===== config.mk =====
export PLATFORM = sky130hd
export DESIGN_NAME = cs_dot_accumulator
export DESIGN_NICKNAME = d
export VERILOG_FILES = /design/src/rtl/cs_acc_pkg.sv /design/src/rtl/cs_cpa_stage.sv /design/src/rtl/cs_dot_accumulator.sv
export SDC_FILE = /design/constraint.sdc
export NUM_CORES = 1
export LEC_CHECK = 0
export CORE_UTILIZATION = 60
export DETAILED_ROUTE_END_ITERATION = 8
export HOLD_SLACK_MARGIN = 0.02
export PLACE_DENSITY_LB_ADDON = 0.25
export SYNTH_ARGS = -nofsm -noshare
export SYNTH_HDL_FRONTEND = slang
export SYNTH_HIERARCHICAL = 1
export SYNTH_SLANG_ARGS = --single-unit

===== constraint.sdc =====
create_clock -name clk_i -period 5.4 [get_ports clk_i]
set_input_delay 1.08 -clock clk_i [delete_from_list [all_inputs] [get_ports clk_i]]
set_output_delay 1.08 -clock clk_i [all_outputs]
set_load 0.02 [all_outputs]

===== src/rtl/cs_acc_pkg.sv =====
// Shared constants, stage-A payload type and the clamping adder used by the dot-product accumulator.
// The clamping adder only participates when CS_ACC_SAT_EN is defined.
package cs_acc_pkg;

    localparam int CS_IN_SIZE  = 20;
    localparam int CS_ACC_SIZE = 32;
    localparam int CS_CNT_SIZE = 16;
    localparam int CS_MAX_ACC  = 64;

    // p is sized for the widest supported input; narrower inputs are sign-extended into it.
    typedef struct packed {
        logic signed [CS_IN_SIZE:0] p;
        logic                       last;
    } cs_payload_t;

    typedef struct packed {
        logic signed [CS_MAX_ACC-1:0] sum;
        logic                         ovf;
    } cs_sat_t;

    // Adds a+b exactly, then clamps to the signed range of a w-bit result.
    function automatic cs_sat_t sat_add(
        input logic signed [CS_MAX_ACC-1:0] a,
        input logic signed [CS_MAX_ACC-1:0] b,
        input int                           w
    );
        logic signed [CS_MAX_ACC:0] s;
        logic signed [CS_MAX_ACC:0] one;
        logic signed [CS_MAX_ACC:0] hi;
        logic signed [CS_MAX_ACC:0] lo;
        cs_sat_t                    r;
        one = {{CS_MAX_ACC{1'b0}}, 1'b1};
        s   = {a[CS_MAX_ACC-1], a} + {b[CS_MAX_ACC-1], b};
        hi  = (one <<< (w - 1)) - one;
        lo  = -(one <<< (w - 1));
        r.ovf = 1'b1;
        if (s > hi) begin
            r.sum = CS_MAX_ACC'(hi);
        end else if (s < lo) begin
            r.sum = CS_MAX_ACC'(lo);
        end else begin
            r.sum = CS_MAX_ACC'(s);
            r.ovf = 1'b0;
        end
        return r;
    endfunction

endpackage


===== src/rtl/cs_cpa_stage.sv =====
// Stage A: resolves the carry-save pair with a sign-extending add and registers it with last/valid.
// One cycle latency; the register only advances while i_en is high.
module cs_cpa_stage
    import cs_acc_pkg::*;
#(
    parameter int IN_SIZE = CS_IN_SIZE
) (
    input  logic               i_clk,
    input  logic               i_rst_n,
    input  logic               i_en,
    input  logic               i_vld,
    input  logic               i_last,
    input  logic [IN_SIZE-1:0] i_sum,
    input  logic [IN_SIZE-1:0] i_carry,
    output logic               o_vld,
    output cs_payload_t        o_pay
);

    logic signed [CS_IN_SIZE:0] w_p;
    logic                       r_vld;
    cs_payload_t                r_pay;

    assign w_p = (CS_IN_SIZE+1)'($signed(i_sum)) + (CS_IN_SIZE+1)'($signed(i_carry));

    always_ff @(posedge i_clk or negedge i_rst_n) begin
        if (!i_rst_n) begin
            r_vld <= 1'b0;
            r_pay <= '0;
        end else if (i_en) begin
            r_vld <= i_vld;
            if (i_vld) begin
                r_pay.p    <= w_p;
                r_pay.last <= i_last;
            end
        end
    end

    assign o_vld = r_vld;
    assign o_pay = r_pay;

endmodule


===== src/rtl/cs_dot_accumulator.sv =====
// Resolves carry-save beats and accumulates each last_i-delimited frame into a signed result.
// Last beat accepted in cycle t -> valid_o in cycle t+2; a held result stalls the whole pipe.
// CS_ACC_SAT_EN: clamp on overflow and report a per-frame sticky flag on sat_o (else wrap, sat_o=0).
module cs_dot_accumulator
    import cs_acc_pkg::*;
#(
    parameter int IN_SIZE  = CS_IN_SIZE,
    parameter int ACC_SIZE = CS_ACC_SIZE,
    parameter int CNT_SIZE = CS_CNT_SIZE
) (
    input  logic                clk_i,
    input  logic                rst_ni,
    input  logic [IN_SIZE-1:0]  cs_sum_i,
    input  logic [IN_SIZE-1:0]  cs_carry_i,
    input  logic                valid_i,
    input  logic                last_i,
    output logic                ready_o,
    output logic [ACC_SIZE-1:0] acc_o,
    output logic [CNT_SIZE-1:0] beats_o,
    output logic                sat_o,
    output logic                valid_o,
    input  logic                ready_i
);

    if (ACC_SIZE < IN_SIZE + 1) begin : g_chk_acc
        $error("cs_dot_accumulator: ACC_SIZE must be >= IN_SIZE+1");
    end
    if (ACC_SIZE > CS_MAX_ACC) begin : g_chk_max
        $error("cs_dot_accumulator: ACC_SIZE exceeds CS_MAX_ACC");
    end
    if (IN_SIZE > CS_IN_SIZE) begin : g_chk_in
        $error("cs_dot_accumulator: IN_SIZE exceeds CS_IN_SIZE");
    end

    logic                       w_en;
    logic                       w_a_vld;
    logic                       w_fire;
    cs_payload_t                w_a_pay;
    logic signed [ACC_SIZE-1:0] w_p_ext;
    logic signed [ACC_SIZE-1:0] w_nxt;
    logic [CNT_SIZE-1:0]        w_cnt_n;

    logic signed [ACC_SIZE-1:0] r_acc;
    logic [CNT_SIZE-1:0]        r_cnt;
    logic [ACC_SIZE-1:0]        r_acc_o;
    logic [CNT_SIZE-1:0]        r_beats_o;
    logic                       r_vld_o;

    assign w_en    = ~(r_vld_o & ~ready_i);
    assign ready_o = w_en;

    cs_cpa_stage #(
        .IN_SIZE (IN_SIZE)
    ) u_cpa (
        .i_clk   (clk_i),
        .i_rst_n (rst_ni),
        .i_en    (w_en),
        .i_vld   (valid_i),
        .i_last  (last_i),
        .i_sum   (cs_sum_i),
        .i_carry (cs_carry_i),
        .o_vld   (w_a_vld),
        .o_pay   (w_a_pay)
    );

    assign w_fire  = w_a_vld & w_en;
    assign w_p_ext = ACC_SIZE'(w_a_pay.p);
    assign w_cnt_n = (&r_cnt) ? r_cnt : r_cnt + 1'b1;

`ifdef CS_ACC_SAT_EN
    cs_sat_t w_sa;
    logic    r_sticky;
    logic    r_sat_o;

    assign w_sa  = sat_add(CS_MAX_ACC'(r_acc), CS_MAX_ACC'(w_p_ext), ACC_SIZE);
    assign w_nxt = ACC_SIZE'(w_sa.sum);

    always_ff @(posedge clk_i or negedge rst_ni) begin
        if (!rst_ni) begin
            r_sticky <= 1'b0;
            r_sat_o  <= 1'b0;
        end else if (w_fire) begin
            if (w_a_pay.last) begin
                r_sat_o  <= r_sticky | w_sa.ovf;
                r_sticky <= 1'b0;
            end else begin
                r_sticky <= r_sticky | w_sa.ovf;
            end
        end
    end

    assign sat_o = r_sat_o;
`else
    assign w_nxt = r_acc + w_p_ext;
    assign sat_o = 1'b0;
`endif

    // A new result landing in the same cycle as a handoff overrides the clear, so valid_o never bubbles.
    always_ff @(posedge clk_i or negedge rst_ni) begin
        if (!rst_ni) begin
            r_acc     <= '0;
            r_cnt     <= '0;
            r_acc_o   <= '0;
            r_beats_o <= '0;
            r_vld_o   <= 1'b0;
        end else begin
            if (r_vld_o && ready_i) begin
                r_vld_o <= 1'b0;
            end
            if (w_fire) begin
                if (w_a_pay.last) begin
                    r_acc_o   <= w_nxt;
                    r_beats_o <= w_cnt_n;
                    r_vld_o   <= 1'b1;
                    r_acc     <= '0;
                    r_cnt     <= '0;
                end else begin
                    r_acc <= w_nxt;
                    r_cnt <= w_cnt_n;
                end
            end
        end
    end

    assign acc_o   = r_acc_o;
    assign beats_o = r_beats_o;
    assign valid_o = r_vld_o;

endmodule

==> key figures <==
Timing
  • RSZ-0062 raised after global routing: no
  • Slew Limit Fails: 0
  • Setup Viol. Count Final: 0
  • Worst-margin pin slew: 1.014 ns
  • Final worst slack: roughly 1.7 ns
  • Hold_ws: 0.4764 ns
  • Fin crit share: 68.11%
  • Slew Limit Headroom: roughly 32%
  • Final Hold Vio Count: 0
  • Minimum clock period: 3.678 ns
  • Top achievable clock speed: 271.9 MHz
  • Setup TNS: 0 ns
  • Fin Clk Skew: 0.01272 ns

CTS
  • Post-CTS Hold Fix Bufs: 0
  • CTS tree: yes
  • CTS root buf: clkbuf_16
  • Htree depth: 4
  • Cts bufs inserted: 17
  • CTS clk-pin slew, worst paths: approximately 0.05 ns
  • CTS Buffer Depth: 2
  • Worst-Skew Late Latency: 0.42 ns
  • Clock Sinks: 120
  • Post-CTS Resized: 0
  • Post-CTS Setup Bufs: 0

Synthesis
  • Top FF cell, synth: dfrtp_1
  • Ys async rst share: 100.0%
  • Average size of a mapped cell: 9.108 sq um
  • Flops & latches, synth: 120
  • Synth Cell Area: 7605 sq um
  • Post-Syn Nets: around 930
  • Yosys warns: 6
  • Post-synth EDFFs: 0
  • Yosys cell types: 80
  • Cells after Synth: 835
  • Seq/Total Area, Yosys: 39.49%

Setup path
  • Required time worst endpoint: about 4.3 ns
  • CP max FO: 8
  • Critical path arrival: 2.60 ns
  • CP Launch Type: input port
  • Worst Path Class, Setup: input port to output port
  • Crit end category: output port

Pwr
  • P_leak: 4.226 nW
  • Peak supply drop: a little over 0.0003 V
  • Total Power: around 4.8 mW
  • PD cells: ~520 nW/um^2

Placed design
  • Pre-CTS setup slack: 1.592 ns
  • Port Buffers: 94
  • HPWL after DPL: 12.84 mm
  • RD Place Congestion: 0.9064
  • Area after DPL: 8589 sq um
  • Placed cell count: 1059

Routing
  • Detailed-route wire length: 18.01 mm
  • Via/cell ratio: 6.010
  • Via count: around 6600
  • Antenna-violating nets left: 0
  • Remaining DRCs: 0
  • DRT iter0 DRCs: 546
  • Drt first pass iters: 5
  • Wirelength per Cell: 16.51 microns

Global route
  • GR Util All Layers: 29.31%
  • Number of global-route vias before repair: 6511
  • GRT Residual Overflow: 0
  • Initial antenna violation count: 0
  • Global-route wire length before repair: 30.30 mm
  • Largest net degree at the start of global routing: 67

Die
  • Die height: 114.6 microns
  • Starting Density: 62.53%
  • Num rows: 40
  • Io pins: 96
  • Core ar.: 12160 sq um
  • Die footprint: 13130 sq um
  • Die width: 114.6 microns

Min path
  • Hold Path Class: flip-flop to flip-flop

Finish
  • Most common cell after layout, fill and taps aside: nand2_1
  • Non-filler instance count after layout: 1091
  • Area grow syn2layout: 20.93%
  • Share of layout cells above drive strength 1: under 10%
  • Commonest non-fill, non-tap cells in the layout: 143 x nand2_1, 120 x dfrtp_1, 93 x clkdlybuf4s50_1, 75 x o21ai_0, 53 x a21oi_1
  • Util after Layout: approximately three quarters
  • Inserted Diodes: 0
  • Nets: 1009
  • Design area: 9196 sq um

Flow run
  • # Max-Cap Violations: 0

Status
  • Status: finished clean
logic make-up after synthesis:
kind of cell	share of synthesized area, %
multiplexers	2.238
other	0.04931
flip-flops	39.49
XOR/XNOR	5.824
AND/OR/NAND/NOR	17.28
adder cells (fa/ha/maj)	9.082
buffers and inverters	3.175
AO/OA/AOI/OAI	22.87
sequential cells by signal (all words and copies together) (netlist names):
register     count
u_cpa/o_pay     22
acc_o           32
valid_o          1
r_acc           32
u_cpa/o_vld      1
r_cnt           16
beats_o         16
power breakdown:
part | switching [mW] | internal, mW | leakage (nW)
Sequential | 0.222 | 1.20 | 1.53
Combinational | 1.23 | 0.954 | 2.40
Clock | 0.414 | 0.750 | 0.293
final cells by class:
class	instances	area [sq um]
multi-input combinational	663	4363
sequential	120	3003
fill	883	2965
timing repair buffer	100	983.4
clock buffer	21	460.4
tap	168	210.2
clock inverter	11	146.4
inverter	8	30.03
Yosys cell counts, types with 3 or more instances:
library cell / n / area share [%]
nor3_1: 8 / 0.53
ha_1: 52 / 8.6
nor4_1: 4 / 0.33
xnor2_1: 25 / 2.9
nor2b_1: 7 / 0.58
buf_1: 3 / 0.15
clkbuf_1: 32 / 1.6
o211ai_1: 4 / 0.39
mux2i_1: 8 / 1.1
nand4_1: 11 / 0.90
nand2_1: 144 / 7.1
mux2_2: 8 / 1.2
xor2_1: 23 / 2.6
nand3_1: 25 / 1.6
and2_1: 3 / 0.25
a22o_1: 17 / 2.0
nand2b_1: 7 / 0.58
clkbuf_2: 3 / 0.20
nor3b_1: 4 / 0.39
a21o_1: 25 / 2.5
a21oi_1: 53 / 3.5
and3_1: 8 / 0.66
a22oi_1: 3 / 0.30
or4_1: 3 / 0.30
or3_1: 4 / 0.33
inv_1: 8 / 0.39
o21bai_1: 9 / 0.89
a211oi_1: 6 / 0.59
a221oi_1: 3 / 0.35
a31oi_1: 7 / 0.58
o21ai_0: 75 / 4.9
o31a_1: 3 / 0.35
and3_2: 4 / 0.39
o21ai_1: 5 / 0.33
dfrtp_1: 120 / 39
o21a_1: 8 / 0.79
nor2_1: 40 / 2.0
o31ai_1: 9 / 0.89
critical path, stage by stage:
cell and delay, ns:
clkdlybuf4s50_1 0.44, nand2b_1 0.38, clkdlybuf4s50_1 0.69
final timing paths:
path | slack (ns) | end | from | cells past startpoint
max reg2reg | 1.96 | r_acc[30]$_DFFE_PN0P_ | u_cpa/o_pay[1]$_DFFE_PN0P_ | 10
min | 0.48 | acc_o[28]$_DFFE_PN0P_ | acc_o[28]$_DFFE_PN0P_ | 2
max in group asynchronous | 3.41 | r_cnt[7]$_DFFE_PN0P_ | rst_ni | 2
min reg2reg | 0.48 | acc_o[28]$_DFFE_PN0P_ | acc_o[28]$_DFFE_PN0P_ | 2
max | 1.72 | ready_o | ready_i | 3
min in group asynchronous | 0.76 | beats_o[9]$_DFFE_PN0P_ | rst_ni | 1
metal layers:
metal | global-route usage [%] | wire, microns
met5 | 0 | 0
met4 | 11.17 | 401
met3 | 5.347 | 894
met2 | 48.93 | 8697
met1 | 37.99 | 8017
Note: power is estimated with default switching activity, not from simulation.
